## config.mk

```make
export PLATFORM = sky130hd
export DESIGN_NAME = sr_pulse_driver
export DESIGN_NICKNAME = d
export VERILOG_FILES = /design/src/rtl/sr_pkg.sv /design/src/rtl/sr_debounce.sv /design/src/rtl/sr_pulse_driver.sv
export SDC_FILE = /design/constraint.sdc
export NUM_CORES = 1
export LEC_CHECK = 0
export BUFFER_PORTS_ARGS = -buffer_cell sky130_fd_sc_hd__buf_4
export CAP_MARGIN = 20
export CORE_AREA = 2 2 42 44
export CTS_CLUSTER_DIAMETER = 120
export DETAILED_ROUTE_END_ITERATION = 6
export DIE_AREA = 0 0 44 46
export PLACE_DENSITY_LB_ADDON = 0.12
export SLEW_MARGIN = 10
export SYNTH_ARGS = -nofsm -noshare
export SYNTH_HDL_FRONTEND = slang
export SYNTH_SLANG_ARGS = --single-unit
```

## constraint.sdc

```tcl
create_clock -name clk -period 2.87 [get_ports clk]
set_input_delay 0.4305 -clock clk [delete_from_list [all_inputs] [get_ports clk]]
set_output_delay 0.4305 -clock clk [all_outputs]
set_load 0.02 [all_outputs]
```

## src/rtl/sr_pkg.sv

```systemverilog
// Shared types and default constants for the SR latch pulse driver.
package sr_pkg;

  typedef enum logic [2:0] {
    INIT,
    IDLE,
    SET_PULSE,
    RESET_PULSE,
    GAP
  } sr_state_e;

  localparam int unsigned DEF_DEBOUNCE_CYCLES = 4;
  localparam int unsigned DEF_PULSE_CYCLES    = 2;
  localparam int unsigned DEF_GAP_CYCLES      = 1;

  // Width of a counter holding 0..n-1, never narrower than one bit.
  function automatic int unsigned cnt_width(input int unsigned n);
    return (n > 1) ? $clog2(n) : 1;
  endfunction

endpackage

```

## src/rtl/sr_debounce.sv

```systemverilog
// Two-flop synchronizer followed by a consecutive-sample debouncer.
// rise is combinational: it is high in the cycle before the edge on which
// the debounced level goes 0->1, so the parent can latch it on that edge.
module sr_debounce
  import sr_pkg::*;
#(
  parameter int unsigned DEBOUNCE_CYCLES = DEF_DEBOUNCE_CYCLES
) (
  input  logic clk,
  input  logic rst_n,
  input  logic req,
  output logic rise
);

  localparam int unsigned CW = cnt_width(DEBOUNCE_CYCLES);

  logic          sync_1;
  logic          sync_2;
  logic          level;
  logic [CW-1:0] cnt;
  logic          toggle;

  assign toggle = (sync_2 != level) && (cnt == CW'(DEBOUNCE_CYCLES - 1));
  assign rise   = toggle && sync_2;

  // Synchronize the raw request, then count consecutive differing samples.
  always_ff @(posedge clk) begin
    if (!rst_n) begin
      sync_1 <= 1'b0;
      sync_2 <= 1'b0;
      level  <= 1'b0;
      cnt    <= '0;
    end else begin
      sync_1 <= req;
      sync_2 <= sync_1;
      if (sync_2 == level) begin
        cnt <= '0;
      end else if (toggle) begin
        level <= sync_2;
        cnt   <= '0;
      end else begin
        cnt <= cnt + CW'(1);
      end
    end
  end

endmodule

```

## src/rtl/sr_pulse_driver.sv

```systemverilog
// Sequencer producing non-overlapping active-low pulses for a NAND SR latch.
//
//   state       | meaning
//   ------------+------------------------------------------------------
//   INIT        | after reset; launches the initial (un-acked) reset pulse
//   IDLE        | waiting for a pending set/reset request
//   SET_PULSE   | s_n driven low for PULSE_CYCLES cycles
//   RESET_PULSE | r_n driven low for PULSE_CYCLES cycles
//   GAP         | both drives high for GAP_CYCLES cycles
//
// All outputs are flops loaded from the decode of the current state, so the
// visible drive window trails the state register by one cycle.
module sr_pulse_driver
  import sr_pkg::*;
#(
  parameter int unsigned DEBOUNCE_CYCLES = DEF_DEBOUNCE_CYCLES,
  parameter int unsigned PULSE_CYCLES    = DEF_PULSE_CYCLES,
  parameter int unsigned GAP_CYCLES      = DEF_GAP_CYCLES
) (
  input  logic clk,
  input  logic rst_n,
  input  logic set_req,
  input  logic rst_req,
  output logic s_n,
  output logic r_n,
  output logic busy,
  output logic ack,
  output logic conflict,
  output logic q_model
);

  localparam int unsigned PW = cnt_width(PULSE_CYCLES);
  localparam int unsigned GW = cnt_width(GAP_CYCLES);

  sr_state_e     state, state_nxt;
  logic [PW-1:0] pulse_cnt, pulse_cnt_nxt;
  logic [GW-1:0] gap_cnt, gap_cnt_nxt;
  logic          set_rise, rst_rise;
  logic          set_pend, rst_pend;
  logic          set_clr, rst_clr;
  logic          req_seq, req_seq_nxt;
  logic          ack_due, ack_due_nxt;
  logic          s_n_d, r_n_d, busy_d, conflict_d;

  sr_debounce #(.DEBOUNCE_CYCLES(DEBOUNCE_CYCLES)) u_set_deb (
    .clk  (clk),
    .rst_n(rst_n),
    .req  (set_req),
    .rise (set_rise)
  );

  sr_debounce #(.DEBOUNCE_CYCLES(DEBOUNCE_CYCLES)) u_rst_deb (
    .clk  (clk),
    .rst_n(rst_n),
    .req  (rst_req),
    .rise (rst_rise)
  );

  // State register, down-counters, one-deep pending flags and sequence flags.
  always_ff @(posedge clk) begin
    if (!rst_n) begin
      state     <= INIT;
      pulse_cnt <= '0;
      gap_cnt   <= '0;
      set_pend  <= 1'b0;
      rst_pend  <= 1'b0;
      req_seq   <= 1'b0;
      ack_due   <= 1'b0;
    end else begin
      state     <= state_nxt;
      pulse_cnt <= pulse_cnt_nxt;
      gap_cnt   <= gap_cnt_nxt;
      set_pend  <= (set_pend && !set_clr) || set_rise;
      rst_pend  <= (rst_pend && !rst_clr) || rst_rise;
      req_seq   <= req_seq_nxt;
      ack_due   <= ack_due_nxt;
    end
  end

  // Next-state, counter and output decode; counters stop at zero.
  always_comb begin
    state_nxt     = state;
    pulse_cnt_nxt = pulse_cnt;
    gap_cnt_nxt   = gap_cnt;
    set_clr       = 1'b0;
    rst_clr       = 1'b0;
    req_seq_nxt   = req_seq;
    ack_due_nxt   = 1'b0;
    s_n_d         = 1'b1;
    r_n_d         = 1'b1;
    busy_d        = 1'b1;
    conflict_d    = 1'b0;
    case (state)
      INIT: begin
        state_nxt     = RESET_PULSE;
        pulse_cnt_nxt = PW'(PULSE_CYCLES - 1);
        req_seq_nxt   = 1'b0;
      end
      IDLE: begin
        busy_d = 1'b0;
        if (set_pend && rst_pend) begin
          set_clr    = 1'b1;
          rst_clr    = 1'b1;
          conflict_d = 1'b1;
        end else if (set_pend) begin
          set_clr       = 1'b1;
          state_nxt     = SET_PULSE;
          pulse_cnt_nxt = PW'(PULSE_CYCLES - 1);
          req_seq_nxt   = 1'b1;
        end else if (rst_pend) begin
          rst_clr       = 1'b1;
          state_nxt     = RESET_PULSE;
          pulse_cnt_nxt = PW'(PULSE_CYCLES - 1);
          req_seq_nxt   = 1'b1;
        end
      end
      SET_PULSE, RESET_PULSE: begin
        if (state == SET_PULSE) s_n_d = 1'b0;
        else                    r_n_d = 1'b0;
        if (pulse_cnt == '0) begin
          state_nxt   = GAP;
          gap_cnt_nxt = GW'(GAP_CYCLES - 1);
        end else begin
          pulse_cnt_nxt = pulse_cnt - PW'(1);
        end
      end
      GAP: begin
        if (gap_cnt == '0) begin
          state_nxt   = IDLE;
          ack_due_nxt = req_seq;
          req_seq_nxt = 1'b0;
        end else begin
          gap_cnt_nxt = gap_cnt - GW'(1);
        end
      end
      default: state_nxt = INIT;
    endcase
  end

  // Registered outputs; q_model tracks the latch from the drives issued.
  always_ff @(posedge clk) begin
    if (!rst_n) begin
      s_n      <= 1'b1;
      r_n      <= 1'b1;
      busy     <= 1'b0;
      ack      <= 1'b0;
      conflict <= 1'b0;
      q_model  <= 1'b0;
    end else begin
      s_n      <= s_n_d;
      r_n      <= r_n_d;
      busy     <= busy_d;
      ack      <= ack_due;
      conflict <= conflict_d;
      if (!s_n_d)      q_model <= 1'b1;
      else if (!r_n_d) q_model <= 1'b0;
    end
  end

endmodule

```

-- Yosys cells after proc, flatten, opt, wreduce, memory -nomap -nowiden
Index checks and enable logic that the tools add are counted.
- bits in registers: 25
- input port bits: 4
- add/sub/neg operators: 4
- reduce and logical (&&, ||, !) cells: 26
- multiplexer cells: 31
- bitwise operators: 4
- equality and inequality tests: 15
- operator list (operator ; count):
    $mux W1 ; 22
    $mux W3 ; 5
    $pmux W3 S4 ; 1
    $reduce_or A3 Y1 ; 3
    $ne A2 B2 Y1 const B ; 4
    $reduce_and A2 Y1 ; 4
    $reduce_and A4 Y1 ; 2
    $logic_and A1 B1 Y1 ; 7
    $eq A3 B2 Y1 const B ; 2
    $pmux W1 S3 ; 2
    $reduce_bool A3 Y1 ; 2
    $add A2 B1 Y2 const B ; 2
    $eq A2 B2 Y1 const B ; 2
    $not A1 Y1 ; 4
    $eq A3 B1 Y1 const B ; 1
    $eq A3 B3 Y1 const B ; 1
    $logic_not A3 Y1 ; 1
    $ne A3 B3 Y1 const B ; 1
    $reduce_and A3 Y1 ; 1
    $eq A1 B1 Y1 ; 2
    $logic_not A1 Y1 ; 2
    $logic_or A1 B1 Y1 ; 2
    $ne A1 B1 Y1 ; 2
    $pmux W1 S2 ; 1
    3 further kinds ; 4

-- Logic depth before layout (Yosys ltp)
- depth after elaboration: 7
- mapped depth: 4
- depth with buffers taken out: 4

-- Modules after synthesis
From an unflattened synthesis, not the netlist that was laid out.
- cell total of the unflattened synthesis: 84
- area, all modules: 877.1 um^2
- by module, submodules not included (module ; seq. area each (um^2) ; cells an instance ; times used ; area an instance (um^2)):
    sr_pulse_driver ; 280.3 ; 54 ; 1 ; 524.3
    sr_debounce ; 100.1 ; 15 ; 2 ; 176.4

-- Worst setup path before layout
No wires, ideal clock.
- path type: reg2reg
- start point: register state[0]
- end point: register rst_pend
- setup time: 115 ps
- clock period less this slack: 1142 ps
- path slack: 1728 ps
- cell stages (with the launch flop): 4
- arrival: 1027 ps
- cells stage by stage: dfxtp_1 or3b_4 o2bb2ai_1 and2_1
- cells in the longest elaborated chain, start to end: 5
- ends and longest elaborated chain (what ; RTL line ; source):
    start: declaration ; sr_pulse_driver.sv:35 ; sr_state_e state, state_nxt;
    start signal: assignment ; sr_pulse_driver.sv:70 ; state <= state_nxt;
    $eq A3 B1 Y1 ; sr_pulse_driver.sv:93 ; case (state)
    $mux W1 ; sr_pulse_driver.sv:93 ;
    $logic_not A1 Y1 ; sr_pulse_driver.sv:74 ; rst_pend <= (rst_pend && !rst_clr) || rst_rise;
    $logic_and A1 B1 Y1 ; sr_pulse_driver.sv:74 ;
    $logic_or A1 B1 Y1 ; sr_pulse_driver.sv:74 ;
    end signal: assignment ; sr_pulse_driver.sv:74 ;
    end: declaration ; sr_pulse_driver.sv:39 ; logic set_pend, rst_pend;
Every way passes these cells.
A chain may end at the register's enable or synchronous reset.

-- Worst setup path in the final report
Same ends and word-level chain as after synthesis.

==> results.md <==
* CP max-delay cell: dfxtp_1
* Routability Congestion at around 0.84
* Dpl hpwl at around 810 microns
* Reg area at 480 sq um
* Post-Syn Nets at 85
* Number of global-route vias before repair at 466
* Die area at 0.00202 sq mm
* PwrDens at 616 mW/mm^2
* CTS tree: yes
* Synthesized area at between 800 and 900 sq um
* Crit end category: flop
* Largest cells by area after synthesis: dfxtp_1 (56%), and2_1 (5.1%), nor2b_1 (3.6%), nor3b_1 (3.5%), xor2_1 (3.1%)
* Max reg flops at 3
* Predominant post-synthesis flop cell: dfxtp_1
* Cts bufs inserted at 3
* P_leak at slightly above 0.4 nW
* Sequential cell area fraction in the yosys report at 0.559
* Hold Slack at 0.325 ns
* First-pass GRT wire length at 1.90 mm
* DRC viols at 0
* Endpoints failing hold at 0
* Vias at 551
* Synthesized flop and latch total at 24
* Drt via density at roughly 5.1
* Detail Route Antenna Nets at 0
* Worst min-delay path category: in -> reg
* Worst Path Required at 3.08 ns
* Grt total ovfl at 0
* Largest net degree at the start of global routing at 24
* Final setup violation count at 0
* CTS Buffer Depth at 2
* Synth warn at 0
* Crit-path cells: or3b_4, o2bb2ai_1, and2_1
* RSZ-0062 raised after global routing: false
* Final Skew at 0.000828 ns
* Final nets at 97
* CP Buf/Inv Count at 0
* Area grow syn2layout at 13.7%
* Largest register by flop count: state
* Slew Limit Fails at 0
* Post-synthesis cell type count at 25
* Worst slew pin tran at 0.262 ns
* Worst setup SP type: flop
* Switching Fraction at 0.231
* Clock share of power at 0.283
* Syn avg cell area at roughly 11 sq um
* Starting Density at 0.533
* Comb pwr share at 0.109
* Crit path arrival time at 1.45 ns
* Clock sink count at 24
* Post-synth top cells: dfxtp_1 (24), and2_1 (7), nor2_1 (5), nor2b_1 (5), nor3b_1 (4)
* Antenna cells at 0
* Max Fanout on Critical Path at 8
* Area of the multi-input gates at 368 sq um
* Post-synth EDFFs at 0
* Biggest regs: state (3), u_rst_deb.cnt (2), u_set_deb.cnt (2)
* Min Clock Period, post-route at 1.24 ns
* Internal Power at 463 uW
* Initial antenna violation count at 0
* Root Driver: clkbuf_4
* Max-cap violations at 0
* Most frequent cell after synthesis: dfxtp_1
* # IOs at 10
* H-tree depth at 1
* Num rows at 15
* Switching Power at 139 uW
* Port-buffer cells at 9
* # hold bufs at CTS at 0
* Routed len/inst at 10.9 microns
* Share of the synthesized area in the top cell type at 0.559
* Asr flop ratio synth at 0
* Fraction of layout cells with a size suffix above 1 at 0.178
* Post-CTS setup buffers at 0
* Peak supply drop at 0.000328 V
* All-layer global routing usage at 0.132
* Die width at 44 microns
* Post-cts sizing count at 0
* Slowest stage delay, CP at approximately 0.44 ns
* Chip height at between 40 and 50 microns
* Gate count after technology mapping at about 80
* Setup tns final at 0 ns
* Highest Clock Rate at 808 MHz
* Final Cycle Share at 0.431
* Initial DRC Count at 2
* Seq pwr share at 0.608
* Routed WL at 1.17 mm
* Crit path max-delay family: simple AND/OR/NAND/NOR gates
* Clk Latency, worst-skew pair at 0.30 ns
* Status: finished clean
* First drt pass iteration count at 3
* Slew margin rel. at 0.823
* Setup Crit Path Kind: reg -> reg
* Clk slew on worst S/H paths at 0.12 ns
* Cell taking the most area after synthesis: dfxtp_1
* Fillers at 142
* Core ar. at 0.00161 sq mm
## cell usage in the layout, fill, tap and decap left out
cell type,n
o2bb2ai_1,2
nor2b_1,5
and4b_1,2
mux2i_1,2
inv_1,1
or2_1,1
and3_2,1
nand2b_1,2
o31a_1,1
dfxtp_1,24
nor4b_1,1
nand3_1,3
nor4bb_1,2
nor3b_1,4
nand2_1,3
xor2_1,3
clkbuf_4,3
and2_1,7
clkbuf_8,1
and4_1,1
buf_4,9
a21boi_0,1
nor2_1,5
and2_2,1
or3b_4,1
a21oi_1,2
ha_1,2
## layout make-up
| cell class | count | share of cell area |
|---|---|---|
| well taps | 17 | 0.0218 |
| flip-flops and latches | 24 | 0.492 |
| repair buffers | 9 | 0.0691 |
| clock buffers | 4 | 0.0371 |
| inverters | 1 | 0.00384 |
| multi-input cells | 52 | 0.376 |
## power groups by stage
stage,Combinational [mW],Sequential [mW],Clock [mW]
final,0.0657,0.366,0.170
after global routing,0.0732,0.369,0.185
after CTS,0.0671,0.366,0.178
after detailed placement,0.0668,0.374,0
after global placement,0.0668,0.372,0
after floorplan,0.0414,0.377,0
## metrics by stage
stage / utilization / cells / area (sq um) / setup slack, ns / power, mW
2_1_floorplan: - / 79 / 860 / 1.73 / 0.419
3_3_place_gp: 0.583 / 103 / 941 / 1.69 / 0.439
3_5_place_dp: 0.583 / 103 / 941 / 1.64 / 0.440
4_1_cts: 0.605 / 107 / 977 / 1.63 / 0.611
5_1_grt: 0.605 / 107 / 977 / 1.57 / 0.627
6_report: 0.605 / 107 / 977 / 1.63 / 0.602
## worst reg2reg max path, stage by stage (launching register included)
cell,delay (ns)
dfxtp_1,0.44
or3b_4,0.43
o2bb2ai_1,0.12
and2_1,0.15
## per-layer routing
metal | wire (microns) | vias to the layer above | track usage
met3 | 51 | 6 | 0.0357
met1 | 599 | 242 | 0.176
li1 | - | 293 | -
met2 | 483 | 10 | 0.185
met5 | 0 | - | 0
met4 | 33 | 0 | 0.0909
## path summary, 6_finish.rpt
path / start / endpoint / slack (ns) / depth (start not counted)
worst max-delay path: state[0]$_SDFFE_PN0P_ / rst_pend$_SDFF_PN0_ / 1.63 / 3
worst min register to register: u_rst_deb.cnt[0]$_SDFF_PP0_ / u_rst_deb.cnt[0]$_SDFF_PP0_ / 0.44 / 1
worst max register to register: state[0]$_SDFFE_PN0P_ / rst_pend$_SDFF_PN0_ / 1.63 / 3
worst min-delay path: rst_req / u_rst_deb.sync_1$_SDFF_PN0_ / 0.32 / 2
## cell families after synthesis
group,share of synthesized area
compound gates,0.0510
flops,0.559
xor+xnor,0.0306
fa+ha+maj,0.0291
simple gates,0.294
buf+inv,0.0131
mux,0.0233
Power figures use the tool's default switching activity.
